**config.mk**
```make
export PLATFORM = sky130hd
export DESIGN_NAME = regfile_mp_flat
export DESIGN_NICKNAME = d
export VERILOG_FILES = /design/src/rtl/regfile_pkg.sv /design/src/rtl/regfile_mp_if.sv /design/src/rtl/regfile_scoreboard.sv /design/src/rtl/regfile_mp.sv /design/src/flat_wrapper.sv
export SDC_FILE = /design/constraint.sdc
export NUM_CORES = 2
export LEC_CHECK = 0
export BUFFER_PORTS_ARGS = -buffer_cell sky130_fd_sc_hd__buf_2
export CAP_MARGIN = 15
export CORE_UTILIZATION = 35
export DETAILED_ROUTE_END_ITERATION = 7
export PLACE_DENSITY = 0.55
export SKIP_CTS_REPAIR_TIMING = 1
export SLEW_MARGIN = 40
export SYNTH_ARGS = -nofsm -noshare
export SYNTH_HDL_FRONTEND = slang
export SYNTH_SLANG_ARGS = --single-unit
```
**constraint.sdc**
```tcl
create_clock -name clk -period 44.2 [get_ports clk]
set_input_delay 4.42 -clock clk [delete_from_list [all_inputs] [get_ports clk]]
set_output_delay 4.42 -clock clk [all_outputs]
set_load 0.01 [all_outputs]
```
**src/rtl/regfile_pkg.sv**
```systemverilog
// regfile_pkg -- shared definitions for the regfile_mp register file slice.
//
// Contents:
//   DEF_XLEN / DEF_NREGS : default data width and architectural register count
//   PAR_MAX_W            : widest data word the parity helper accepts
//   clog2_aw()           : register-address width for a given register count
//   parity_even()        : even-parity bit of a (zero-extended) data word
//
// Optional feature macro used by the files importing this package:
//   REGFILE_PARITY_EN    : per-register parity storage and rd_perr outputs

package regfile_pkg;

  localparam int DEF_XLEN  = 32;
  localparam int DEF_NREGS = 32;

  // Callers zero-extend their data to this width; zero bits do not change
  // parity, so one helper serves every XLEN up to 64.
  localparam int PAR_MAX_W = 64;

  // Address width; never below 1 so a two-entry file still has an address bit.
  function automatic int clog2_aw(input int n);
    return (n <= 2) ? 1 : $clog2(n);
  endfunction

  // Bit that makes data plus parity contain an even number of ones.
  function automatic logic parity_even(input logic [PAR_MAX_W-1:0] d);
    return ^d;
  endfunction

endpackage

```
**src/rtl/regfile_mp_if.sv**
```systemverilog
// regfile_mp_if -- bus between decode/writeback (master) and the register
// file (slave).
//
// Signals:
//   rd_addr  [NRD*AW]   read addresses, port k in [k*AW +: AW]
//   rd_data  [NRD*XLEN] read data, port k in [k*XLEN +: XLEN]
//   rd_busy  [NRD]      busy flag of the register addressed by port k
//   rd_perr  [NRD]      stored-parity error per read port (REGFILE_PARITY_EN only)
//   wr_en    [NWR]      write enable per write port
//   wr_addr  [NWR*AW]   write addresses
//   wr_data  [NWR*XLEN] write data
//   rsv_en / rsv_addr   reserve request: mark rsv_addr busy
//   flush               clear all busy bits

interface regfile_mp_if
  import regfile_pkg::*;
#(
  parameter int XLEN  = DEF_XLEN,
  parameter int NREGS = DEF_NREGS,
  parameter int NRD   = 2,
  parameter int NWR   = 2
);

  localparam int AW = clog2_aw(NREGS);

  logic [NRD*AW-1:0]   rd_addr;
  logic [NRD*XLEN-1:0] rd_data;
  logic [NRD-1:0]      rd_busy;
`ifdef REGFILE_PARITY_EN
  logic [NRD-1:0]      rd_perr;
`endif
  logic [NWR-1:0]      wr_en;
  logic [NWR*AW-1:0]   wr_addr;
  logic [NWR*XLEN-1:0] wr_data;
  logic                rsv_en;
  logic [AW-1:0]       rsv_addr;
  logic                flush;

`ifdef REGFILE_PARITY_EN
  modport master (
    output rd_addr, wr_en, wr_addr, wr_data, rsv_en, rsv_addr, flush,
    input  rd_data, rd_busy, rd_perr
  );
  modport slave (
    input  rd_addr, wr_en, wr_addr, wr_data, rsv_en, rsv_addr, flush,
    output rd_data, rd_busy, rd_perr
  );
`else
  modport master (
    output rd_addr, wr_en, wr_addr, wr_data, rsv_en, rsv_addr, flush,
    input  rd_data, rd_busy
  );
  modport slave (
    input  rd_addr, wr_en, wr_addr, wr_data, rsv_en, rsv_addr, flush,
    output rd_data, rd_busy
  );
`endif

endinterface

```
**src/rtl/regfile_scoreboard.sv**
```systemverilog
// regfile_scoreboard -- one busy bit per architectural register.
//
// Ports:
//   clk, rst   clock (rising edge), asynchronous active-high reset
//   clr_mask   registers receiving a committed write this cycle
//   set_mask   register being reserved this cycle
//   flush      clear every busy bit; overrides set_mask
//   rd_addr    flattened read addresses, port k in [k*AW +: AW]
//   rd_busy    stored busy bit of each addressed register (pre-edge value)
//
// The caller has already removed register 0 from both masks when it is
// hardwired, so this block needs no knowledge of ZERO_REG.

module regfile_scoreboard
  import regfile_pkg::*;
#(
  parameter  int NREGS = DEF_NREGS,
  parameter  int NRD   = 2,
  localparam int AW    = clog2_aw(NREGS)
) (
  input  logic              clk,
  input  logic              rst,
  input  logic [NREGS-1:0]  clr_mask,
  input  logic [NREGS-1:0]  set_mask,
  input  logic              flush,
  input  logic [NRD*AW-1:0] rd_addr,
  output logic [NRD-1:0]    rd_busy
);

  logic [NREGS-1:0] busy_q;

  // Set is applied after clear: a reservation issued alongside the write
  // completing the previous producer leaves the register busy.
  // NOTE: state updates use <= so every flop samples pre-edge values.
  always_ff @(posedge clk or posedge rst) begin
    if (rst) begin
      busy_q <= '0;
    end else if (flush) begin
      busy_q <= '0;
    end else begin
      busy_q <= (busy_q & ~clr_mask) | set_mask;
    end
  end

  // NOTE: a default assignment heads every always_comb so no path infers a latch.
  always_comb begin
    rd_busy = '0;
    for (int k = 0; k < NRD; k++) begin
      rd_busy[k] = busy_q[rd_addr[k*AW +: AW]];
    end
  end

endmodule

```
**src/rtl/regfile_mp.sv**
```systemverilog
// regfile_mp -- parametrised multi-port integer register file with busy
// scoreboard and optional write-to-read bypass.
//
// Ports:
//   clk   clock, rising edge
//   rst   asynchronous active-high reset; clears data, parity and busy bits
//   bus   regfile_mp_if.slave: NRD combinational read ports (data, busy and,
//         with REGFILE_PARITY_EN defined, parity error), NWR write ports,
//         reservation request and flush
//
// Parameters: XLEN, NREGS (power of two), NRD (1..4), NWR (1..2),
//   BYPASS (forward same-cycle write data to reads), ZERO_REG (x0 reads zero,
//   is never busy, ignores writes and reservations).
//
// Optional feature: define REGFILE_PARITY_EN to store an even-parity bit per
// register and drive rd_perr. XLEN must not exceed PAR_MAX_W in that build.

module regfile_mp
  import regfile_pkg::*;
#(
  parameter int XLEN     = DEF_XLEN,
  parameter int NREGS    = DEF_NREGS,
  parameter int NRD      = 2,
  parameter int NWR      = 2,
  parameter int BYPASS   = 1,
  parameter int ZERO_REG = 1
) (
  input logic         clk,
  input logic         rst,
  regfile_mp_if.slave bus
);

  localparam int AW = clog2_aw(NREGS);

  logic [XLEN-1:0]  mem_q [NREGS];
`ifdef REGFILE_PARITY_EN
  logic             par_q [NREGS];
`endif

  // Unpacked write-port fields, qualified enables and scoreboard masks.
  logic [AW-1:0]    wa [NWR];
  logic [XLEN-1:0]  wd [NWR];
  logic [NWR-1:0]   wr_ok;
  logic             rsv_ok;
  logic [NREGS-1:0] wr_mask;
  logic [NREGS-1:0] rsv_mask;
  logic [NRD-1:0]   sb_busy;

  always_comb begin
    wr_mask  = '0;
    rsv_mask = '0;
    wr_ok    = '0;
    for (int j = 0; j < NWR; j++) begin
      wa[j]    = bus.wr_addr[j*AW +: AW];
      wd[j]    = bus.wr_data[j*XLEN +: XLEN];
      wr_ok[j] = bus.wr_en[j] && !(ZERO_REG != 0 && wa[j] == '0);
      if (wr_ok[j]) begin
        wr_mask[wa[j]] = 1'b1;
      end
    end
    rsv_ok = bus.rsv_en && !(ZERO_REG != 0 && bus.rsv_addr == '0);
    if (rsv_ok) begin
      rsv_mask[bus.rsv_addr] = 1'b1;
    end
  end

  // Later write ports are visited last, so on an address conflict the
  // highest-index port's assignment is the one that lands.
  // NOTE: the array is built from flops and must read zero straight out of
  // reset, so it takes the asynchronous reset like any other state.
  always_ff @(posedge clk or posedge rst) begin
    if (rst) begin
      for (int i = 0; i < NREGS; i++) begin
        mem_q[i] <= '0;
`ifdef REGFILE_PARITY_EN
        par_q[i] <= 1'b0;
`endif
      end
    end else begin
      for (int j = 0; j < NWR; j++) begin
        if (wr_ok[j]) begin
          mem_q[wa[j]] <= wd[j];
`ifdef REGFILE_PARITY_EN
          par_q[wa[j]] <= parity_even(PAR_MAX_W'(wd[j]));
`endif
        end
      end
    end
  end

  regfile_scoreboard #(
    .NREGS (NREGS),
    .NRD   (NRD)
  ) u_scoreboard (
    .clk      (clk),
    .rst      (rst),
    .clr_mask (wr_mask),
    .set_mask (rsv_mask),
    .flush    (bus.flush),
    .rd_addr  (bus.rd_addr),
    .rd_busy  (sb_busy)
  );

  // Read ports. Forwarding is suppressed while rst is high so reads show the
  // cleared array rather than a write that reset will discard.
  logic [NRD*XLEN-1:0] rd_data_w;
  logic [NRD-1:0]      rd_busy_w;
  logic [NRD-1:0]      rd_perr_w;

  always_comb begin
    logic [AW-1:0]   ra;
    logic [XLEN-1:0] rdat;
    logic            hit;
    rd_data_w = '0;
    rd_busy_w = '0;
    rd_perr_w = '0;
    ra        = '0;
    rdat      = '0;
    hit       = 1'b0;
    for (int k = 0; k < NRD; k++) begin
      ra   = bus.rd_addr[k*AW +: AW];
      rdat = mem_q[ra];
      hit  = 1'b0;
      if (BYPASS != 0 && !rst) begin
        for (int j = 0; j < NWR; j++) begin
          if (wr_ok[j] && wa[j] == ra) begin
            rdat = wd[j];
            hit  = 1'b1;
          end
        end
      end
      // A forwarded value retires its producer, unless a new producer is
      // being reserved for the same register right now.
      rd_busy_w[k] = hit ? (rsv_ok && !rst && bus.rsv_addr == ra) : sb_busy[k];
`ifdef REGFILE_PARITY_EN
      rd_perr_w[k] = !hit && (parity_even(PAR_MAX_W'(mem_q[ra])) != par_q[ra]);
`endif
      if (ZERO_REG != 0 && ra == '0) begin
        rdat         = '0;
        rd_busy_w[k] = 1'b0;
        rd_perr_w[k] = 1'b0;
      end
      rd_data_w[k*XLEN +: XLEN] = rdat;
    end
  end

  assign bus.rd_data = rd_data_w;
  assign bus.rd_busy = rd_busy_w;
`ifdef REGFILE_PARITY_EN
  assign bus.rd_perr = rd_perr_w;
`else
  logic unused_perr;
  assign unused_perr = ^rd_perr_w;
`endif

endmodule

```
**src/flat_wrapper.sv**
```systemverilog
// flat-port wrapper written by rule: the top's interface ports become plain ports
module regfile_mp_flat import regfile_pkg::*;
#(
  parameter int XLEN     = DEF_XLEN,
  parameter int NREGS    = DEF_NREGS,
  parameter int NRD      = 2,
  parameter int NWR      = 2,
  parameter int BYPASS   = 1,
  parameter int ZERO_REG = 1
)
  (clk, rst, bus_rd_addr, bus_wr_en, bus_wr_addr, bus_wr_data, bus_rsv_en, bus_rsv_addr, bus_flush, bus_rd_data, bus_rd_busy);
  regfile_mp_if #(.XLEN(XLEN), .NREGS(NREGS), .NRD(NRD), .NWR(NWR)) bus_i ();
  input logic clk;
  input logic rst;
  input wire logic [$bits(bus_i.rd_addr)-1:0] bus_rd_addr;
  input wire logic [$bits(bus_i.wr_en)-1:0] bus_wr_en;
  input wire logic [$bits(bus_i.wr_addr)-1:0] bus_wr_addr;
  input wire logic [$bits(bus_i.wr_data)-1:0] bus_wr_data;
  input wire logic [$bits(bus_i.rsv_en)-1:0] bus_rsv_en;
  input wire logic [$bits(bus_i.rsv_addr)-1:0] bus_rsv_addr;
  input wire logic [$bits(bus_i.flush)-1:0] bus_flush;
  output wire logic [$bits(bus_i.rd_data)-1:0] bus_rd_data;
  output wire logic [$bits(bus_i.rd_busy)-1:0] bus_rd_busy;
  assign bus_i.rd_addr = bus_rd_addr;
  assign bus_i.wr_en = bus_wr_en;
  assign bus_i.wr_addr = bus_wr_addr;
  assign bus_i.wr_data = bus_wr_data;
  assign bus_i.rsv_en = bus_rsv_en;
  assign bus_i.rsv_addr = bus_rsv_addr;
  assign bus_i.flush = bus_flush;
  assign bus_rd_data = bus_i.rd_data;
  assign bus_rd_busy = bus_i.rd_busy;
  regfile_mp #(.XLEN(XLEN), .NREGS(NREGS), .NRD(NRD), .NWR(NWR), .BYPASS(BYPASS), .ZERO_REG(ZERO_REG)) u_core (.clk(clk), .rst(rst), .bus(bus_i));
endmodule
```
==> summary.txt <==
Power and ir drop
  – Sequential share of power: 43.5%
  – Clk pwr share: 30.6%
  – Leak: 31.6 nW
  – Switching Fraction: between 30% and 40%
  – Maximum vdd drop: 0.0292 mV
  – Total power: 3.24 mW
  – Net Switching: 1.06 mW
  – Comb pwr share: 26.0%
  – Power Dens Cells: 43.7 nW/µm²
  – Pint: ~2.2 mW

Detailed routing
  – Routed len/inst: 33.4 µm
  – WL final: between 300 and 400 mm
  – Final ANT Viol Nets: 0
  – Routed via count: between 50k and 60k
  – 1st-iter DRT viols: 7981
  – Post-DR vias/cell: 6.37
  – DRC viols: 0
  – DR pass1 iterations: 6

Worst setup path
  – Worst-path fanout max: 47
  – Crit path launch type: primary input
  – Worst EP arrival: 9350 ps
  – Critical path capture point type: output port
  – Setup Crit Path Kind: in -> out
  – Critical path data required time: between 30000 and 40000 ps

Timing
  – Post-route clock period utilization: between 30% and 40%
  – Worst hold margin: 399 ps
  – Clock Skews: 0 ps
  – RSZ-0062 raised after global routing: false
  – Setup TNS after final layout: 0 ps
  – Max Freq: 0.0726 GHz
  – Worst slew margin: 33.1%
  – PnR worst setup slack: 30430 ps
  – # setup viols final: 0
  – Worst-margin pin slew: between 900 and 1000 ps
  – Endpoints failing hold: 0
  – Final max-slew violation count: 0
  – Fin crit period: 13770 ps

Global route
  – Global Route Usage Sum: 30.5%
  – Vias in the first global route: 54.8k
  – GRT overflow: 0
  – First-pass GRT wire length: 425 mm
  – Largest net degree at the start of global routing: between 90 and 100
  – Initial antenna violation count: 14

Place
  – Placed Cells: 8860
  – DP HPWL: 177 mm
  – Placed Area: 70400 µm²
  – Routability cong.: 0.928
  – Pre-CTS setup slack: 30820 ps
  – Port bufs: 160

Floorplan
  – Boundary Pins: 161
  – Die Wd: 441 µm
  – Row cnt: 160
  – Initial Utilization: 35.4%
  – Core box area: 191000 µm²
  – Die Y: between 400 and 500 µm
  – Die area: 195000 µm²

Yosys
  – Synth unique cells: 62
  – Most used flip-flop cell after synthesis: dfrtp_1
  – Gate Count Post-Synth: 6884
  – Asr flop ratio synth: 100%
  – Post-synthesis compound-gate area fraction: 14.0%
  – Main combinational cell family by area after synthesis: multiplexers
  – XOR/XNOR Fraction of Synth Area: 0.389%
  – Syn nets: around 7.0k
  – Post-synth EDFFs: 0
  – Simple-Gate Fraction of Synth Area: 10.4%
  – Register area share after synthesis: 39.1%
  – Yosys warnings: 0
  – Syn Area/Cell: 9.82 µm²
  – Flops & latches, synth: 1056
  – Adder-cell share of the synthesized area: 0%
  – Multiplexer share of the synthesized area: 30.6%
  – Post-Syn Area: 67600 µm²

Cells and area
  – Post-route insts no fill: slightly above 9k
  – Share of cells above drive strength 1: ~16%
  – Nets@finish: between 6k and 7k
  – Final design utilization: 38.8%
  – Area growth syn-to-layout: 9.70%
  – Post-route design area: 74100 µm²
  – Filler cells: 18.6k

Flow run
  – Max-cap check violation count: 0

Run status
  – Outcome: complete, no violations

Clock tree
  – H-tree depth: 3
  – CTS Buf Count: 114
  – Clock edge transition at the registers on the reported setup and hold paths: roughly 60 ps
  – Clk Latency, worst-skew pair: around 750 ps
  – CTS tree: built
  – Max Root-Sink Buffers: 3
  – Root Driver: clkbuf_16
  – Clk sinks: about 1.1k

Min path
  – HP Class: reg -> reg
[critical path, cell delays in order]
cell and delay, ps:
buf_8 410, buf_4 660, xnor2_1 270, nand4_1 200, nor4_4 170, buf_4 410, o21a_4 450, buf_4 730
nor3_1 160, a211oi_2 870, buf_2 280
[cell type report]
cell class | count | area, µm² | share of cell area, %
Sequential cell | 1056 | 26400 | 35.6
Multi-Input combinational cell | 4966 | 38300 | 51.6
Clock buffer | 177 | 3410 | 4.60
Antenna cell | 11 | 27.5 | 0.0371
Clock inverter | 26 | 270 | 0.365
Timing Repair Buffer | 323 | 2570 | 3.46
Inverter | 5 | 26.3 | 0.0354
Tap cell | 2511 | 3140 | 4.24
[power by group through the flow]
| stage | clock network (mW) | registers (mW) | logic (mW) |
|---|---|---|---|
| floorplan | 0 | 1.35 | 0.624 |
| global placement | 0 | 1.40 | 0.803 |
| detailed placement | 0 | 1.41 | 0.828 |
| CTS | 0.992 | 1.39 | 0.828 |
| global route | 1.03 | 1.43 | 0.901 |
| finish | 0.989 | 1.41 | 0.841 |
[cells in the mapped netlist, drive strengths merged (9+ instances only)]
library cell     n  area [µm²]
mux2i         1109       11100
dfrtp         1056       26400
nand2          845        3170
a21oi          659        3300
nor2           641        2410
clkbuf         565        2120
o21ai          476        2380
mux4           391        8810
buf            292        1570
a211oi         178        1340
a31oi          121         757
a22oi           93         698
nor2b           81         507
mux2            67         754
o22ai           38         238
nand3           37         185
nor3            31         160
a2111oi         27         236
a221o           22         220
nand3b          16         120
xnor2           15         131
xor2            15         131
and2            12        77.6
nand2b          10        62.6
o221ai          10        87.6
a32oi            9        78.8
[flip-flops by register name, summed over array words and instances (netlist names)]
name	count
u_core.mem_q	1024
u_core.u_scoreboard.busy_q	32
[routing by layer]
| layer | global-route usage [%] | vias to the layer above | wire (µm) |
|---|---|---|---|
| li1 | - | 24000 | - |
| met1 | 38.1 | 28800 | 112000 |
| met2 | 46.7 | 3911 | 135000 |
| met3 | 6.60 | 1039 | 30600 |
| met4 | 22.5 | 6 | 25600 |
| met5 | 0 | - | 47 |
[path summary, 6_finish.rpt]
check	from	slack [ps]	depth (start not counted)	endpoint
worst max-delay path	bus_rd_addr[5]	30430	11	bus_rd_data[47]
worst min-delay path	u_core.mem_q[993]$_DFF_PP0_	400	0	u_core.mem_q[993]$_DFF_PP0_
worst max register to register	u_core.mem_q[961]$_DFF_PP0_	43220	3	u_core.mem_q[961]$_DFF_PP0_
worst min register to register	u_core.mem_q[993]$_DFF_PP0_	400	0	u_core.mem_q[993]$_DFF_PP0_
max in group asynchronous	rst	37360	7	u_core.mem_q[464]$_DFF_PP0_
min in group asynchronous	rst	3740	2	u_core.mem_q[436]$_DFF_PP0_
[cells by family (layout without fill, tap and decap cells)]
logic type / count (synthesis) / in the layout
simple gates: 1717 / 1717
flops: 1056 / 1056
compound gates: 1652 / 1652
buf+inv: 862 / 531
mux: 1567 / 1567
other cells: 0 / 11
xor+xnor: 30 / 30
[placed cells by master (no fill, tap or decap), drive strengths merged, types with 16 or more instances in the layout]
| cell | netlist | layout |
|---|---|---|
| mux2 | 67 | 67 |
| a211oi | 178 | 178 |
| mux4 | 391 | 391 |
| nor3 | 31 | 31 |
| o21ai | 476 | 476 |
| a2111oi | 27 | 27 |
| clkinv | 1 | 21 |
| a21oi | 659 | 659 |
| nor2 | 641 | 641 |
| buf | 292 | 323 |
| mux2i | 1109 | 1109 |
| nand3 | 37 | 37 |
| dfrtp | 1056 | 1056 |
| a31oi | 121 | 121 |
| nand2 | 845 | 845 |
| o22ai | 38 | 38 |
| nand3b | 16 | 16 |
| a22oi | 93 | 93 |
| a221o | 22 | 22 |
| clkbuf | 565 | 177 |
| nor2b | 81 | 81 |
Note: power is estimated with default switching activity, not from simulation.
